<file path="src/rtl/vocab_writer.sv">
// Serialises packed vocabulary words into consecutive SRAM bytes and appends a 0x00 terminator.
// Optional per-byte readback verification is enabled by defining VOCAB_WRITER_READBACK_EN.
module vocab_writer #(
  parameter int ADDR_WIDTH  = 4,
  parameter int WORD_LENGTH = 3,
  parameter int DATA_WIDTH  = 8
) (
  input  logic                              clk,
  input  logic                              rst,
  input  logic                              clear,
  input  logic [ADDR_WIDTH-1:0]             start_addr,
  input  logic [ADDR_WIDTH-1:0]             end_addr,
  input  logic                              in_valid,
  output logic                              in_ready,
  input  logic [WORD_LENGTH*DATA_WIDTH-1:0] in_word,
  input  logic                              in_last,
  output logic                              sram_cs,
  output logic                              sram_we,
  output logic [ADDR_WIDTH-1:0]             sram_addr,
  output logic [DATA_WIDTH-1:0]             sram_din,
  input  logic [DATA_WIDTH-1:0]             sram_dout,
  output logic                              busy,
  output logic                              done,
  output logic                              full,
  output logic                              error
);

  localparam int KW = (WORD_LENGTH > 1) ? $clog2(WORD_LENGTH) : 1;
  localparam logic [KW-1:0] K_LAST = KW'(WORD_LENGTH - 1);

`ifdef VOCAB_WRITER_READBACK_EN
  typedef enum logic [2:0] {IDLE, WRITE, TERM, DONE, READ, CHECK} state_t;
`else
  typedef enum logic [1:0] {IDLE, WRITE, TERM, DONE} state_t;
`endif

  state_t                          state_q, state_d;
  logic [ADDR_WIDTH-1:0]           ptr_q, ptr_d;
  logic [ADDR_WIDTH-1:0]           end_q, end_d;
  logic [KW-1:0]                   k_q, k_d;
  logic [WORD_LENGTH*DATA_WIDTH-1:0] word_q, word_d;
  logic                            last_q, last_d;
  logic                            term_q, term_d;
  logic                            first_q, first_d;
  logic                            cs_q, cs_d;
  logic                            we_q, we_d;
  logic [ADDR_WIDTH-1:0]           addr_q, addr_d;
  logic [DATA_WIDTH-1:0]           din_q, din_d;
  logic                            done_q, done_d;
  logic                            full_q, full_d;
  logic                            error_q, error_d;
  logic                            step_done;
  logic [ADDR_WIDTH-1:0]           base_addr;

  function automatic logic [DATA_WIDTH-1:0] char_at(
    input logic [WORD_LENGTH*DATA_WIDTH-1:0] w,
    input logic [KW-1:0]                     k
  );
    char_at = '0;
    for (int unsigned i = 0; i < WORD_LENGTH; i++) begin
      if (k == KW'(i)) char_at = w[i*DATA_WIDTH +: DATA_WIDTH];
    end
  endfunction

`ifdef VOCAB_WRITER_READBACK_EN
  assign step_done = (state_q == CHECK);
`else
  logic unused_dout;
  assign unused_dout = ^sram_dout;
  assign step_done   = (state_q == WRITE) || (state_q == TERM);
`endif

  assign base_addr = first_q ? start_addr : ptr_q;

  // Outputs for the next cycle are computed here and registered, so the SRAM bus
  // reflects the state it is in rather than lagging it by a cycle.
  always_comb begin
    state_d = state_q;
    ptr_d   = ptr_q;
    end_d   = end_q;
    k_d     = k_q;
    word_d  = word_q;
    last_d  = last_q;
    term_d  = term_q;
    first_d = first_q;
    cs_d    = cs_q;
    we_d    = we_q;
    addr_d  = addr_q;
    din_d   = din_q;
    done_d  = done_q;
    full_d  = full_q;
    error_d = error_q;

    case (state_q)
      IDLE: begin
        if (in_valid) begin
          word_d  = in_word;
          last_d  = in_last;
          first_d = 1'b0;
          if (first_q) end_d = end_addr;
          if (first_q && (end_addr < start_addr)) begin
            state_d = DONE;
            done_d  = 1'b1;
            full_d  = 1'b1;
          end else begin
            state_d = WRITE;
            k_d     = '0;
            term_d  = 1'b0;
            ptr_d   = base_addr;
            cs_d    = 1'b1;
            we_d    = 1'b1;
            addr_d  = base_addr;
            din_d   = in_word[DATA_WIDTH-1:0];
          end
        end
      end
`ifdef VOCAB_WRITER_READBACK_EN
      WRITE, TERM: begin
        state_d = READ;
        we_d    = 1'b0;
      end
      READ: begin
        state_d = CHECK;
        cs_d    = 1'b0;
      end
      CHECK: begin
        if (sram_dout != din_q) error_d = 1'b1;
      end
`endif
      default: ;
    endcase

    // A byte (or terminator) has completed: pick the next write or stop.
    if (step_done) begin
      cs_d = 1'b0;
      we_d = 1'b0;
      if (term_q) begin
        state_d = DONE;
        done_d  = 1'b1;
      end else if (ptr_q == end_q) begin
        state_d = DONE;
        done_d  = 1'b1;
        full_d  = 1'b1;
      end else if (k_q != K_LAST) begin
        state_d = WRITE;
        k_d     = k_q + KW'(1);
        ptr_d   = ptr_q + ADDR_WIDTH'(1);
        cs_d    = 1'b1;
        we_d    = 1'b1;
        addr_d  = ptr_q + ADDR_WIDTH'(1);
        din_d   = char_at(word_q, k_q + KW'(1));
      end else if (last_q) begin
        state_d = TERM;
        term_d  = 1'b1;
        ptr_d   = ptr_q + ADDR_WIDTH'(1);
        cs_d    = 1'b1;
        we_d    = 1'b1;
        addr_d  = ptr_q + ADDR_WIDTH'(1);
        din_d   = '0;
      end else begin
        state_d = IDLE;
        ptr_d   = ptr_q + ADDR_WIDTH'(1);
      end
    end
  end

  always_ff @(posedge clk) begin
    if (rst || clear) begin
      state_q <= IDLE;
      ptr_q   <= start_addr;
      end_q   <= '0;
      k_q     <= '0;
      word_q  <= '0;
      last_q  <= 1'b0;
      term_q  <= 1'b0;
      first_q <= 1'b1;
      cs_q    <= 1'b0;
      we_q    <= 1'b0;
      addr_q  <= '0;
      din_q   <= '0;
      done_q  <= 1'b0;
      full_q  <= 1'b0;
      error_q <= 1'b0;
    end else begin
      state_q <= state_d;
      ptr_q   <= ptr_d;
      end_q   <= end_d;
      k_q     <= k_d;
      word_q  <= word_d;
      last_q  <= last_d;
      term_q  <= term_d;
      first_q <= first_d;
      cs_q    <= cs_d;
      we_q    <= we_d;
      addr_q  <= addr_d;
      din_q   <= din_d;
      done_q  <= done_d;
      full_q  <= full_d;
      error_q <= error_d;
    end
  end

  assign in_ready  = (state_q == IDLE);
  assign busy      = (state_q != IDLE) && (state_q != DONE);
  assign sram_cs   = cs_q;
  assign sram_we   = we_q;
  assign sram_addr = addr_q;
  assign sram_din  = din_q;
  assign done      = done_q;
  assign full      = full_q;
  assign error     = error_q;

endmodule

</file>
<file path="config.mk">
export PLATFORM = sky130hd
export DESIGN_NAME = vocab_writer
export DESIGN_NICKNAME = d
export VERILOG_FILES = /design/src/rtl/vocab_writer.sv
export SDC_FILE = /design/constraint.sdc
export NUM_CORES = 1
export LEC_CHECK = 0
export ABC_AREA = 1
export CAP_MARGIN = 40
export CORE_MARGIN = 3
export CORE_UTILIZATION = 30
export DETAILED_ROUTE_END_ITERATION = 16
export GPL_ROUTABILITY_DRIVEN = 1
export GPL_TIMING_DRIVEN = 0
export RECOVER_POWER = 25
export SETUP_SLACK_MARGIN = 0.1
export SYNTH_ARGS = -nofsm -noshare
export SYNTH_HDL_FRONTEND = slang
export SYNTH_SLANG_ARGS = --single-unit
</file>
<file path="constraint.sdc">
create_clock -name clk -period 1.35 [get_ports clk]
set_input_delay 0.135 -clock clk [delete_from_list [all_inputs] [get_ports clk]]
set_output_delay 0.135 -clock clk [all_outputs]
set_load 0.05 [all_outputs]
</file>
==> results of run 1 <==
worst max path at each step:
stage | slack, ns | endpoint | cells after the start | start
global placement | -0.69 | sram_din[4] | 11 | start_addr[3]
finish | -0.16 | ptr_q[2] | 11 | first_q
global route | -0.22 | ptr_q[2] | 11 | first_q
floorplan | -0.04 | sram_din[0] | 7 | state_q[1]
CTS | -0.06 | sram_addr[2] | 11 | first_q
detailed placement | -0.75 | sram_din[2] | 11 | start_addr[3]
timing repair:
action,CTS,global route
cloned,3,1
setup buffers,22,9
setup endpoints to repair,72,56
resized for setup,129,89
pin swaps,31,15
through the flow:
step	hold WS (ns)	util, %
2_1_floorplan	0.2454	-
3_3_place_gp	0.4616	39.61
3_5_place_dp	0.4625	39.61
4_1_cts	0.1751	45.55
5_1_grt	0.07890	48.87
6_report	0.05427	48.87
cell families (layout without fill, tap and decap cells):
group,after synthesis,count (layout),share of synthesized area (%)
adder cells (fa/ha/maj),6,6,2.689
other,1,1,0.1343
AO/OA/AOI/OAI,74,74,14.30
buffers and inverters,69,163,11.07
flip-flops,54,54,38.73
AND/OR/NAND/NOR,198,199,32.45
XOR/XNOR,2,2,0.6276
worst reg2reg max path, cell delays in order, from the launching register on:
cell	delay (ns)
dfxtp_2	0.33
buf_6	0.10
inv_4	0.03
nor3b_4	0.21
nand2_4	0.11
nand2_4	0.10
buf_12	0.12
buf_8	0.10
nand2_1	0.07
nand3_2	0.06
nand3_1	0.10
nand2_1	0.11
sequential cells by signal (all words and copies together), names as in the netlist:
register	cells
word_q	24
first_q	1
full	1
k_q	2
end_q	4
done	1
last_q	1
term_q	1
sram_addr	4
sram_we	1
sram_din	8
state_q	2
ptr_q	4
synth_stat cells:
master,n
nor3b_4,1
nand4_4,1
nand2_4,3
clkbuf_1,8
nand2_2,2
clkinv_1,1
xor2_1,2
inv_2,4
nand3_2,2
inv_4,1
a21oi_2,3
buf_2,5
buf_6,3
ha_1,6
conb_1,1
nand3_4,1
o21ai_1,2
buf_4,2
o21ai_0,40
inv_1,44
dfxtp_1,54
nor2_1,47
nor2_4,3
a211oi_1,3
o21bai_1,1
a21oi_1,22
nand2_1,97
buf_8,1
nor3_1,2
nor2_2,2
nand3_1,37
a21boi_0,3
area by class of cell:
type	count	area, um2	share of cell area [%]
inverter	50	201.4	4.636
sequential	54	1101	25.34
clock inverter	2	37.54	0.8638
tap	108	135.1	3.110
buffer	18	192.7	4.434
timing repair buffer	87	890.9	20.50
multi-input combinational	282	1714	39.45
clock buffer	6	72.57	1.670
per-layer routing:
| layer | vias up | routed length (um) | part of all wire (%) | track usage [%] |
|---|---|---|---|---|
| met3 | 14 | 363 | 4.2 | 3.208 |
| li1 | 1479 | - | - | - |
| met1 | 1376 | 3755 | 43 | 20.08 |
| met4 | 0 | 149 | 1.7 | 5.550 |
| met5 | - | 0 | 0 | 0 |
| met2 | 66 | 4402 | 51 | 27.95 |
power by group:
part | switching [mW] | internal [mW] | total (mW)
registers | 0.0686 | 1.69 | 1.76
clock network | 0.563 | 0.554 | 1.12
logic | 0.863 | 0.700 | 1.56
total | 1.49 | 2.95 | 4.44
==> results_dict.tcl, run 1 <==
set metrics [dict create \
    clock_path_buffers 2 \
    grt_max_degree 17 \
    final_cells 607 \
    area_delta_synth_final_pct 55.67 \
    clock-sinks 54 \
    final_antenna_net_count 0 \
    syn_area_um2 2791 \
    maxCapViolCount 0 \
    path_cells "buf_6 -> inv_4 -> nor3b_4 -> nand2_4 -> nand2_4 -> buf_12 -> buf_8 -> nand2_1 -> nand3_2 -> nand3_1 -> nand2_1" \
    gp_congestion 0.8093 \
    min_to "ptr_q[3]" \
    start_util_pct 31.40 \
    rr_endpoint "ptr_q[2]" \
    fillers 862 \
    yosys_warnings 0 \
    cp_top_family "simple AND/OR/NAND/NOR gates" \
    crit_slowest_cell "dfxtp_2" \
    critPathLaunchType "flip-flop" \
    final.min_clock_period_ns 1.508 \
    track_usage_pct 16.21 \
    finalWirelength_um 8671 \
    layout_common_cells "73 x nand2_1, 42 x dfxtp_1, 38 x inv_1" \
    setup_ws_ns -0.1580 \
    vias_per_cell 4.835 \
    final_area_um2 4345 \
    violations "negative setup slack" \
    final.period_utilization_pct 111.7 \
    pin_count 64 \
    fp.dieH_um 102.5 \
    cp_num_buf_inv 4 \
    syn_avg_cell_area_um2 6.909 \
    r2r_start "first_q" \
    dr.pass1.iters 4 \
    preCtsSetupSlack_ns -0.7461 \
    wl_per_cell_um 14.29 \
    core-area_um2 8891 \
    hold_path.class "in -> reg" \
    yosysSeqAreaShare_pct 38.73 \
    drt-initial-drc-count 97 \
    ys_types 32 \
    crit_required_ns 1.60 \
    gr-total-overflow 0 \
    worst_ep_arrival_time_ns 1.76 \
    fin_total_pwr_mw 4.440 \
    layout.nets 549 \
    placed_cells 566 \
    synth_top_cell_by_area "dfxtp_1" \
    io_buffers 54 \
    drive_gt1_share_pct 37.68 \
    cts_tree "yes" \
    fin_worst_skew_ns 0.004603 \
    worst_pin_slew_ns 0.5955 \
    netlist_instances 404 \
    dieArea_um2 10500 \
    rsz0062_at_grt "yes" \
    cts_buffers 5 \
    synth_fp_nets 455 \
    place_area_um2 3522 \
    path_clk_slew_ns 0.10 \
    setup_viol 16 \
    yosys.area.top_type_share_pct 38.73 \
    grt_pass1_vias 2915 \
    cts_hold_buf 0 \
    finalSetupTns_ns -0.9413 \
    fmax_mhz 663.2 \
    crit_fanout 4 \
    antenna_found_initial 0 \
    antennaDiodeCount 0 \
    critical_path_class "reg -> reg" \
    ff2ff_path_depth 11 \
    synth_seq_cells 54 \
    synth_area_leaders "dfxtp_1 39%, nand2_1 13%, o21ai_0 7.2%" \
    worstSkewPairLatency_ns 0.32 \
    maxSlewHeadroom_pct 60.47 \
    layout_commonest_cell "nand2_1" \
    vdd_drop_max_uv 462.9 \
    end_kind "flip-flop" \
    critPathMaxStageDelay_ns 0.33 \
    hold_violations 0 \
    status "complete, but fails checks" \
    hold_depth 3 \
    drc 0 \
    grt_pass1_wl_um 13430 \
    ctsRootBufferMaster "clkbuf_8" \
    slew_violations 0 \
    hp-start "start_addr[3]" \
    p_leak_nw 1.868 \
    rows 34 \
    p_per_area_nw_per_um2 1022 \
    dieWidth_um 102.5 \
    htreeDepth 2 \
    hpwl_um 5687 \
    r2r_slack_ns -0.16 \
    num_vias 2935 \
]
(Power assumes the default switching activity.)
==> inputs of run 2 (changes only) <==
- HOLD_SLACK_MARGIN: not set -> 0.05
==> results of run 2 <==
No change in the layout: final DEF, timing and power equal those of run 1.
==> inputs of run 3 (changes only) <==
- GPL_ROUTABILITY_DRIVEN: 1 -> not set
==> results of run 3 <==
No change in the layout: final DEF, timing and power equal those of run 1.
